`config.mk`:
```
export PLATFORM = sky130hd
export DESIGN_NAME = tlp_tx_arbiter
export DESIGN_NICKNAME = d
export VERILOG_FILES = /design/src/rtl/tlp_tx_arbiter.sv
export SDC_FILE = /design/constraint.sdc
export NUM_CORES = 1
export LEC_CHECK = 0
export ABC_AREA = 1
export BUFFER_PORTS_ARGS = -buffer_cell sky130_fd_sc_hd__buf_2
export CAP_MARGIN = 10
export CORE_AREA = 2 2 81 83
export DETAILED_ROUTE_END_ITERATION = 10
export DIE_AREA = 0 0 83 85
export PLACE_DENSITY_LB_ADDON = 0.12
export SLEW_MARGIN = 20
export SYNTH_ARGS = -nofsm -noshare
export SYNTH_HDL_FRONTEND = slang
export SYNTH_SLANG_ARGS = --single-unit
```
`constraint.sdc`:
```
create_clock -name pcieClk_in -period 1.8 [get_ports pcieClk_in]
set_input_delay 0 -clock pcieClk_in [delete_from_list [all_inputs] [get_ports pcieClk_in]]
set_output_delay 0 -clock pcieClk_in [all_outputs]
set_load 0.05 [all_outputs]
```
`src/rtl/tlp_tx_arbiter.sv`:
```
// tlp_tx_arbiter: packet-atomic round-robin arbiter that shares one 64-bit
// PCIe TX stream between NUM_SRC TLP sources. A grant is taken only on a
// SOP beat and is held until the EOP beat has transferred, so beats of
// different TLPs never interleave. Beats offered without SOP while idle are
// drained and flagged in a sticky protocol-error bit.
module tlp_tx_arbiter #(
  parameter int NUM_SRC  = 2,
  parameter int SRC_BITS = $clog2(NUM_SRC)
) (
  input  logic                pcieClk_in,
  input  logic                pcieResetN_in,
  input  logic [63:0]         srcData_in [NUM_SRC],
  input  logic [NUM_SRC-1:0]  srcValid_in,
  output logic [NUM_SRC-1:0]  srcReady_out,
  input  logic [NUM_SRC-1:0]  srcSOP_in,
  input  logic [NUM_SRC-1:0]  srcEOP_in,
  output logic [63:0]         txData_out,
  output logic                txValid_out,
  input  logic                txReady_in,
  output logic                txSOP_out,
  output logic                txEOP_out,
  output logic                busy_out,
  output logic [SRC_BITS-1:0] grant_out,
  output logic                protoErr_out
);

  typedef enum logic {
    IDLE = 1'b0,
    BUSY = 1'b1
  } arbState_e;

  arbState_e           stateReg, stateNext;
  logic [SRC_BITS-1:0] grantReg, grantNext;
  logic [SRC_BITS-1:0] lastGrantReg, lastGrantNext;
  logic                protoErrReg, protoErrNext;

  logic [NUM_SRC-1:0]  requestVec;
  logic [NUM_SRC-1:0]  dropVec;
  logic                pickValid;
  logic [SRC_BITS-1:0] pickIdx;
  logic [SRC_BITS-1:0] scanIdx;

  // Per-source request/drain decode and ready steering. While a packet is in
  // flight only the owner sees the core's ready; while idle, a beat without
  // SOP is acknowledged so the offending source can move past it. The drain
  // is held off during reset so nothing is consumed before the core is up.
  genvar gi;
  generate
    for (gi = 0; gi < NUM_SRC; gi++) begin : gSrc
      assign requestVec[gi] = srcValid_in[gi] & srcSOP_in[gi];
      assign dropVec[gi]    = (stateReg == IDLE) & srcValid_in[gi] &
                              ~srcSOP_in[gi] & pcieResetN_in;
      assign srcReady_out[gi] = ((stateReg == BUSY) && (grantReg == SRC_BITS'(gi)))
                                ? txReady_in : dropVec[gi];
    end
  endgenerate

  // Round-robin pick: scan lastGrant+NUM_SRC down to lastGrant+1 so the
  // requester closest after the previous winner is the one left standing.
  always_comb begin
    pickValid = 1'b0;
    pickIdx   = '0;
    scanIdx   = '0;
    for (int k = NUM_SRC; k >= 1; k--) begin
      scanIdx = SRC_BITS'((int'(lastGrantReg) + k) % NUM_SRC);
      if (requestVec[scanIdx]) begin
        pickValid = 1'b1;
        pickIdx   = scanIdx;
      end
    end
  end

  // Next-state and TX mux: idle arbitrates, busy forwards the owner's beats
  // with zero latency and releases the grant on the EOP transfer.
  always_comb begin
    stateNext     = stateReg;
    grantNext     = grantReg;
    lastGrantNext = lastGrantReg;
    protoErrNext  = protoErrReg | (|dropVec);
    txValid_out   = 1'b0;
    txSOP_out     = 1'b0;
    txEOP_out     = 1'b0;
    txData_out    = srcData_in[grantReg];
    case (stateReg)
      IDLE: begin
        if (pickValid) begin
          stateNext = BUSY;
          grantNext = pickIdx;
        end
      end
      BUSY: begin
        txValid_out = srcValid_in[grantReg];
        txSOP_out   = srcSOP_in[grantReg];
        txEOP_out   = srcEOP_in[grantReg];
        if (srcValid_in[grantReg] & txReady_in & srcEOP_in[grantReg]) begin
          stateNext     = IDLE;
          lastGrantNext = grantReg;
        end
      end
      default: stateNext = IDLE;
    endcase
  end

  // State registers; lastGrant resets to the top index so source 0 wins first.
  always_ff @(posedge pcieClk_in) begin
    if (!pcieResetN_in) begin
      stateReg     <= IDLE;
      grantReg     <= '0;
      lastGrantReg <= SRC_BITS'(NUM_SRC - 1);
      protoErrReg  <= 1'b0;
    end else begin
      stateReg     <= stateNext;
      grantReg     <= grantNext;
      lastGrantReg <= lastGrantNext;
      protoErrReg  <= protoErrNext;
    end
  end

  assign busy_out     = (stateReg == BUSY);
  assign grant_out    = grantReg;
  assign protoErr_out = protoErrReg;

endmodule

```
=== Yosys cells after proc, flatten, opt, wreduce, memory -nomap -nowiden ===
Index checks and enable logic that the tools add are counted.

* Latch bits: 0
* Output and inout port bits: 72
* Bits in read-only memories: 0
* Register bits: 4
* Memories: 0
* RAM bits: 0

* Multiplexer cells: 25
* $add $sub $neg: 2
* Order comparisons: 4
* Eq/ne operators: 0
* Shift operators: 0
* Bitwise gates (word level): 16
* Divide/modulo/power cells: 0
* Reductions and logical operators: 5
* Multipliers: 0

{| class="wikitable"
|+ Operators by type and width
! cell !! number
|-
| $mux 64 || 3
|-
| $mux 1 || 21
|-
| $and 1x1->1 || 10
|-
| $lt 1x2->1 const B || 3
|-
| $not 1->1 || 4
|-
| $reduce_and 2->1 || 2
|-
| $add 1x1->1 const B || 2
|-
| $ge 2x2->1 const B || 1
|-
| $logic_and 1x1->1 || 2
|-
| $not 1->2 || 1
|-
| $pmux 1 s2 || 1
|-
| $reduce_or 2->1 || 1
|-
| $or 1x1->1 || 1
|}

=== Logic depth before layout (Yosys ltp) ===
Gate-level depths: netlist (run 1).

* Depth after elaboration: 7
* Mapped depth: 7
* Mapped depth without buffers: 6

=== Worst setup path before layout (run 1) ===
OpenSTA, ideal clock, no wires.

* Kind: flip-flop to flip-flop
* Start point: reg grantReg, in the netlist grant_out
* End point: reg stateReg, in the netlist busy_out
* Arrival: 1.571 ns
* Path buffers: 1
* Setup slack: 0.111 ns
* Stages on the path, launching flop included: 6
* Period minus slack after synthesis: 1.689 ns
* Cell sequence: dfxtp_1 > buf_6 > nand3_1 > nand2_1 > nand3_1 > nor2b_1

* Word-level cells in the longest chain between the ends: 6
* Elaborated cells between the ends (all ways): 8
* Classes of those cells: mux: 6; bitwise: 2

{| class="wikitable"
|+ Ends and longest elaborated chain
! what !! line !! RTL
|-
| from (decl) || 33 || <nowiki>logic [SRC_BITS-1:0] grantReg, grantNext;</nowiki>
|-
| from (signal assigned) || 113 || <nowiki>grantReg <= grantNext;</nowiki>
|-
| $mux 1 (not written as such) (2 in a row) || 95 || <nowiki>if (srcValid_in[grantReg] & txReady_in & srcEOP_in[grantReg]) begin</nowiki>
|-
| $and 1x1->1 || 95 ||
|-
| $and 1x1->1 * || 95 ||
|-
| $mux 1 * || 95 ||
|-
| $pmux 1 s2 * || 84 || <nowiki>case (stateReg)</nowiki>
|-
| to (signal assigned) || 112 || <nowiki>stateReg <= stateNext;</nowiki>
|-
| to (decl) || 32 || <nowiki>arbState_e stateReg, stateNext;</nowiki>
|}

Mark *: on every way between the ends. The rest lies on a longest branch, timed or not. The select of a mux whose other input is x is not followed.
A chain may end at the register's enable or synchronous reset.

=== Worst setup path in the final report (run 1) ===
* Start point: reg grantReg, in the netlist grant_out
* End point: out txData_out[9]

* Word-level cells in the longest chain between the ends: 4

{| class="wikitable"
|+ Ends and longest elaborated chain
! what !! line !! RTL
|-
| $not 1->2 (not written as such) || 83 || <nowiki>txData_out = srcData_in[grantReg];</nowiki>
|-
| $mux 64 (not written as such) (3 in a row) || 83 ||
|-
| to (decl) || 17 || <nowiki>output logic [63:0] txData_out,</nowiki>
|}

No other way between the ends. The select of a mux whose other input is x is not followed.

==> flow_summary.yaml, run 1 <==
run_status:
  outcome: "finished, final reports clean"
clock_tree:
  postCtsSetupBuffers: 0
  htree_num_levels: 1
  cts_resized: 0
  cts_made_buffers: 3
  clock_latency_ps: 220
  hold_buffers: 0
  cts_tree: "done"
  cts_root_buf: "clkbuf_8"
  clock_path_buffers: 2
  clock-sinks: 4
  clk_pin_slew_worst_paths_ps: 30
floorplan:
  die_w_um: 83
  die_area_mm2: 0.00706
  fp.dieH_um: 85
  placeableCoreArea_mm2: 0.00620
  io_pins: 209
  start_util: 0.179
  rows: 29
timing:
  slew_headroom: 0.771
  final.period_utilization: 0.833
  tightest_slew_ps: 344
  max_freq_mhz: 667
  grt_setup_unrepaired: "no"
  timing_hold_violations_final: 0
  fin_skew_ps: 2.37
  drv_slew: 0
  fin_setup_tns_ps: 0
  fin_crit_ps: 1500
  setup_viol: 0
grt:
  overflow: 0
  track_usage: 0.142
  antenna_found_initial: 0
  grt_first_pass_wirelength_um: 8610
  grt_max_degree: 71
  grt_pass1_vias: 1911
synth:
  synth.most_common_cell: "nand2_1"
  synth.top_cell.area_share: 0.705
  netlist_instances: 251
  synthSimpleGateAreaFrac: 0.753
  netlist_area_mm2: 0.00111
  yosys.area.top_type: "nand2_1"
  synth.mux.area_fraction: 0
  postSynthNetCount: 388
  yosysSeqAreaShare: 0.0720
  syn_area_per_cell_um2: 4.43
  synth_compound_area_frac: 0.0405
  synth_top_family_by_area: "simple AND/OR/NAND/NOR gates"
  yosysUniqueCellTypes: 16
  synthTopCellsByArea: "nand2_1 (71%), dfxtp_1 (7.2%), buf_6 (7.1%), nand3_1 (2.7%), buf_4 (2.7%)"
  synth-xor-area-share: 0
  synth_edf_count: 0
  ys_ff_latch: 4
  synth-async-reset-ratio: 0
  yosys_warnings: 0
  synthFlopType: "dfxtp_1"
  synth_fa_ha_area_frac: 0
  ys_top_cells_by_count: "nand2_1 (209), buf_6 (7), nand3_1 (6)"
route:
  drtPass1Iterations: 4
  wirelength_um: 5370
  vias_per_cell: 3.95
  ant_nets: 0
  drt_iter0_markers: 43
  drc: 0
  vias: 2082
  wl_per_cell_um: 10.2
power_and_ir_drop:
  swShare: 0.615
  ir_drop_v: 0.000439
  power.total_mw: 1.34
  power.internal_mw: 0.515
  leakagePower_nw: 1.55
  power_density_mw_per_mm2: 608
  p_clk_frac: 0.142
  share_seq_of_total_power: 0.077
  combinationalPowerShare: 0.781
  p_sw_mw: 0.822
finish:
  final_layout_size_suffix_gt1_frac: 0.482
  antenna_cells: 0
  syn2layout_area_growth_pct: 97.6
  fill_cells: 719
  nets: 589
critical_path:
  crit_chain: "inv_4, buf_4, nand2_1, nand2_1, buf_2"
  crit_type: "reg -> out"
  cp_data_required_time_ps: 1800
  worstPathMaxFanout: 36
  slowest_stage: "dfxtp_2"
  critPathMostFrequentCell: "nand2_1"
  worst_path_largest_cell_delay_ps: 330
  worstPathArrival_ps: 1500
  end_kind: "output port"
  worst_setup_path_start_kind: "register"
job:
  drv_cap: 0
worst_hold_path:
  hold_path.class: "in -> reg"
placed_design:
  port_buffers: 208
  dp_hpwl_um: 4340
  gp_congestion: 0.763
-- per-stage QoR --
step	cells	setup WS, ps	util	cell area [µm²]	hold WS [ps]
after floorplan	251	111	-	1110	84.1
after global placement	524	507	0.348	2160	253
after detailed placement	524	505	0.348	2160	261
after CTS	527	269	0.354	2200	36.1
after global routing	527	166	0.354	2200	43.0
final	527	300	0.354	2200	37.5
-- cell usage in the layout, fill, tap and decap left out --
| cell | netlist | final |
|---|---|---|
| buf_4 | 4 | 2 |
| inv_4 | 1 | 1 |
| nor2_1 | 1 | 1 |
| clkbuf_8 | 0 | 3 |
| inv_1 | 4 | 4 |
| a31o_2 | 1 | 1 |
| nor2b_1 | 1 | 1 |
| dfxtp_1 | 4 | 3 |
| nand2_1 | 209 | 209 |
| buf_2 | 4 | 208 |
| dfxtp_2 | 0 | 1 |
| buf_12 | 0 | 1 |
| o21ai_0 | 3 | 3 |
| nand4_1 | 2 | 2 |
| o22ai_1 | 1 | 1 |
| a21oi_1 | 1 | 1 |
| nand3_1 | 6 | 6 |
| o21ai_1 | 2 | 2 |
-- power by group through the flow --
stage / clock (mW) / sequential, mW / combinational [mW]
after global routing: 0.205 / 0.105 / 1.12
after global placement: 0 / 0.105 / 1.05
after CTS: 0.196 / 0.104 / 1.05
final: 0.189 / 0.103 / 1.04
after floorplan: 0 / 0.122 / 0.732
after detailed placement: 0 / 0.105 / 1.05
-- kinds of logic (layout without fill, tap and decap cells) --
logic type / after synthesis / in the layout
flip-flops: 4 / 4
AND/OR/NAND/NOR: 219 / 219
buffers and inverters: 20 / 219
AO/OA/AOI/OAI: 8 / 8
-- cell type report --
type                       instances  area, µm²  share of cell area
multi-input combinational        227        882               0.401
timing repair buffer             211       1080               0.489
tap                               77       96.3              0.0438
inverter                           5       21.3             0.00968
sequential                         4       81.3              0.0370
clock buffer                       3       41.3              0.0188
-- worst max-delay path: cells and delay by family (launching register included) --
kind / cells / cell delay [ps]
DFF: 1 / 330
buffers and inverters: 3 / 820
and+or+nand+nor: 2 / 130
-- worst paths after layout --
check | start | endpoint | slack [ps] | cells after the start
worst max-delay path | grant_out | txData_out[9] | 300 | 5
worst min-delay path | pcieResetN_in | lastGrantReg | 40 | 2
worst max register to register | grant_out | lastGrantReg | 520 | 6
worst min register to register | lastGrantReg | lastGrantReg | 470 | 2
-- registers in the layout, summed over array words and instances, names as in the netlist --
register      count
protoErr_out      1
busy_out          1
lastGrantReg      1
grant_out         1
-- metal layers --
layer / vias to the layer above / GRT usage / wire length (µm)
met5: - / 0 / 0
met4: 0 / 0.0209 / 18
met3: 3 / 0.0360 / 511
met2: 112 / 0.285 / 2760
met1: 814 / 0.152 / 2080
li1: 1153 / - / -
Note: power is estimated with default switching activity, not from simulation.
==> run 2, diff against run 1 <==
Settings changed: ABC_AREA 1 to 0, CORE_AREA 2 2 81 83 to 2 2 80 82, DIE_AREA 0 0 83 85 to 0 0 82 84.
Clock period 1.8 ns to 1.5 ns, I/O delays scaled along.
==> flow_summary.yaml, run 2 <==
placed_design:
  dp_hpwl_um: 4430
  port_buffers: 208
  post-place-ws_ps: 274
  gp_congestion: 0.703
floorplan:
  die_area_mm2: 0.00689
  start_util: 0.170
  placeableCoreArea_mm2: 0.00610
  die_w_um: 82
  rows: 29
  fp.dieH_um: 84
  io_pins: 209
synth:
  yosys.area.top_type: "mux2_2"
  synth.most_common_cell: "mux2_2"
  yosys_warnings: 0
  synth.top_cell.area_share: 0.694
  synthTopCellsByArea: "mux2_2 (69%), dfxtp_1 (7.7%), buf_2 (2.4%), mux2i_1 (1.9%), nand2_1 (1.8%)"
  postSynthNetCount: 243
  synth-async-reset-ratio: 0
  netlist_area_mm2: 0.00104
  ys_top_cells_by_count: "mux2_2 (64), buf_2 (5), nand2_1 (5), dfxtp_1 (4)"
  netlist_instances: 106
  synth_edf_count: 0
  yosysUniqueCellTypes: 22
  ys_ff_latch: 4
  syn_area_per_cell_um2: 9.80
  synthFlopType: "dfxtp_1"
  yosysSeqAreaShare: 0.0771
power_and_ir_drop:
  power_density_mw_per_mm2: 675
  leakagePower_nw: 1.19
  ir_drop_v: 0.000442
  power.total_mw: 1.50
finish:
  antenna_cells: 0
  nets: 450
  syn2layout_area_growth_pct: 114
  final_layout_size_suffix_gt1_frac: 0.910
  fill_cells: 656
  final_cell_mix: "buf_2 (208), mux2_2 (64), nand2_1 (5)"
  final_common_cell: "buf_2"
clock_tree:
  cts_tree: "done"
  cts_root_buf: "clkbuf_8"
  htree_num_levels: 1
  clk_pin_slew_worst_paths_ps: 30
  hold_buffers: 0
  clock_latency_ps: 210
  clock-sinks: 4
  cts_made_buffers: 3
  postCtsSetupBuffers: 0
  clock_path_buffers: 2
timing:
  max_freq_mhz: 707
  drv_slew: 0
  slew_headroom: 0.745
  grt_setup_unrepaired: "no"
  hold_slack_ps: 32.5
  setup_viol: 0
  timing_hold_violations_final: 0
  fin_skew_ps: 0.948
  tightest_slew_ps: 372
  fin_ws_ps: 86.4
  fin_crit_ps: 1410
  final.period_utilization: 0.942
grt:
  overflow: 0
  track_usage: 0.132
  antenna_found_initial: 0
  grt_first_pass_wirelength_um: 7200
  grt_max_degree: 40
  met1_usage: 0.145
  grt_use_met3: 0.0271
  top_usage_layer: "met2"
  gr-usage-met2: 0.256
  grt_pass1_vias: 1531
route:
  vias: 1599
  drc: 0
  vias_per_cell: 4.12
  ant_nets: 0
  drtPass1Iterations: 2
  wirelength_um: 4980
  drt_iter0_markers: 21
  wl_per_cell_um: 12.8
job:
  drv_cap: 0
critical_path:
  end_kind: "output port"
  reg2regPathDepth: 3
  reg2reg_to: "lastGrantReg"
  worstPathMaxFanout: 39
  worstPathArrival_ps: 1410
  crit_type: "reg -> out"
  cp_data_required_time_ps: 1500
  worst_setup_path_start_kind: "register"
  rrSetupSlack_ps: 310
  r2r-start: "busy_out"
run_status:
  outcome: "finished, final reports clean"
worst_hold_path:
  worstHoldPathCells: 2
  hold_path.class: "in -> reg"
  min_from: "pcieResetN_in"
  hold_path_end: "lastGrantReg"
==> run 2: changes by cell type in the layout (fill, tap and decap cells not counted), moves of 2 or more <==
cell and delta:
o21ai_0 -2, nand3b_1 +2, mux2_2 +64, nand3_1 -5, nor2b_2 +3, mux2i_1 +2, nand2_1 -204, inv_1 -3
nand2b_1 +3, o21a_1 +2
==> run 2: cells by family after synthesis <==
kind of cell,after synthesis,synth area share
muxes,66,0.713
and+or+nand+nor,16,0.0855
DFF,4,0.0771
buffers and inverters,10,0.0566
AOI/OAI and AO/OA,10,0.0675
==> run 2: critical path, stage by stage (launching register included) <==
cell and delay (ps):
dfxtp_4 380, buf_12 220, mux2_2 370, buf_2 210
==> run 2: area by class of cell <==
type | instances | area, µm² | area share
clock buffers | 3 | 41.3 | 0.0186
flip-flops and latches | 4 | 83.8 | 0.0377
multi-input cells | 92 | 911 | 0.409
repair buffers | 211 | 1090 | 0.489
inverters | 1 | 3.75 | 0.00169
well taps | 77 | 96.3 | 0.0433
==> run 2: per-stage QoR <==
| step | util | setup TNS [ps] | instances | area, µm² |
|---|---|---|---|---|
| floorplan | - | -108 | 106 | 1050 |
| global placement | 0.358 | 0 | 385 | 2180 |
| detailed placement | 0.358 | 0 | 385 | 2180 |
| CTS | 0.365 | 0 | 388 | 2220 |
| global route | 0.365 | 0 | 388 | 2220 |
| finish | 0.365 | 0 | 388 | 2220 |
==> run 2: power by group <==
part / switching, mW / leakage, nW / internal [mW]
Clock: 0.0518 / 0.0216 / 0.171
Sequential: 0.0128 / 0.0337 / 0.114
Combinational: 0.759 / 1.14 / 0.392
==> run 2: worst max path at each step <==
stage,end,start
floorplan,srcReady_out[1],busy_out
global placement,txData_out[8],grant_out
detailed placement,txData_out[8],grant_out
CTS,txData_out[8],grant_out
global route,txData_out[2],grant_out
finish,txData_out[20],grant_out
==> run 2: routing by layer <==
metal,routed length [µm],vias to the layer above
li1,-,809
met1,1790,702
met2,2720,88
met4,0,0
met3,471,0
met5,0,-
==> run 2: repair_timing <==
item                                    4_1_cts  5_1_grt
gates resized for setup                       0        1
endpoints found under the hold margin         0        0
endpoints found under the setup margin        0       18
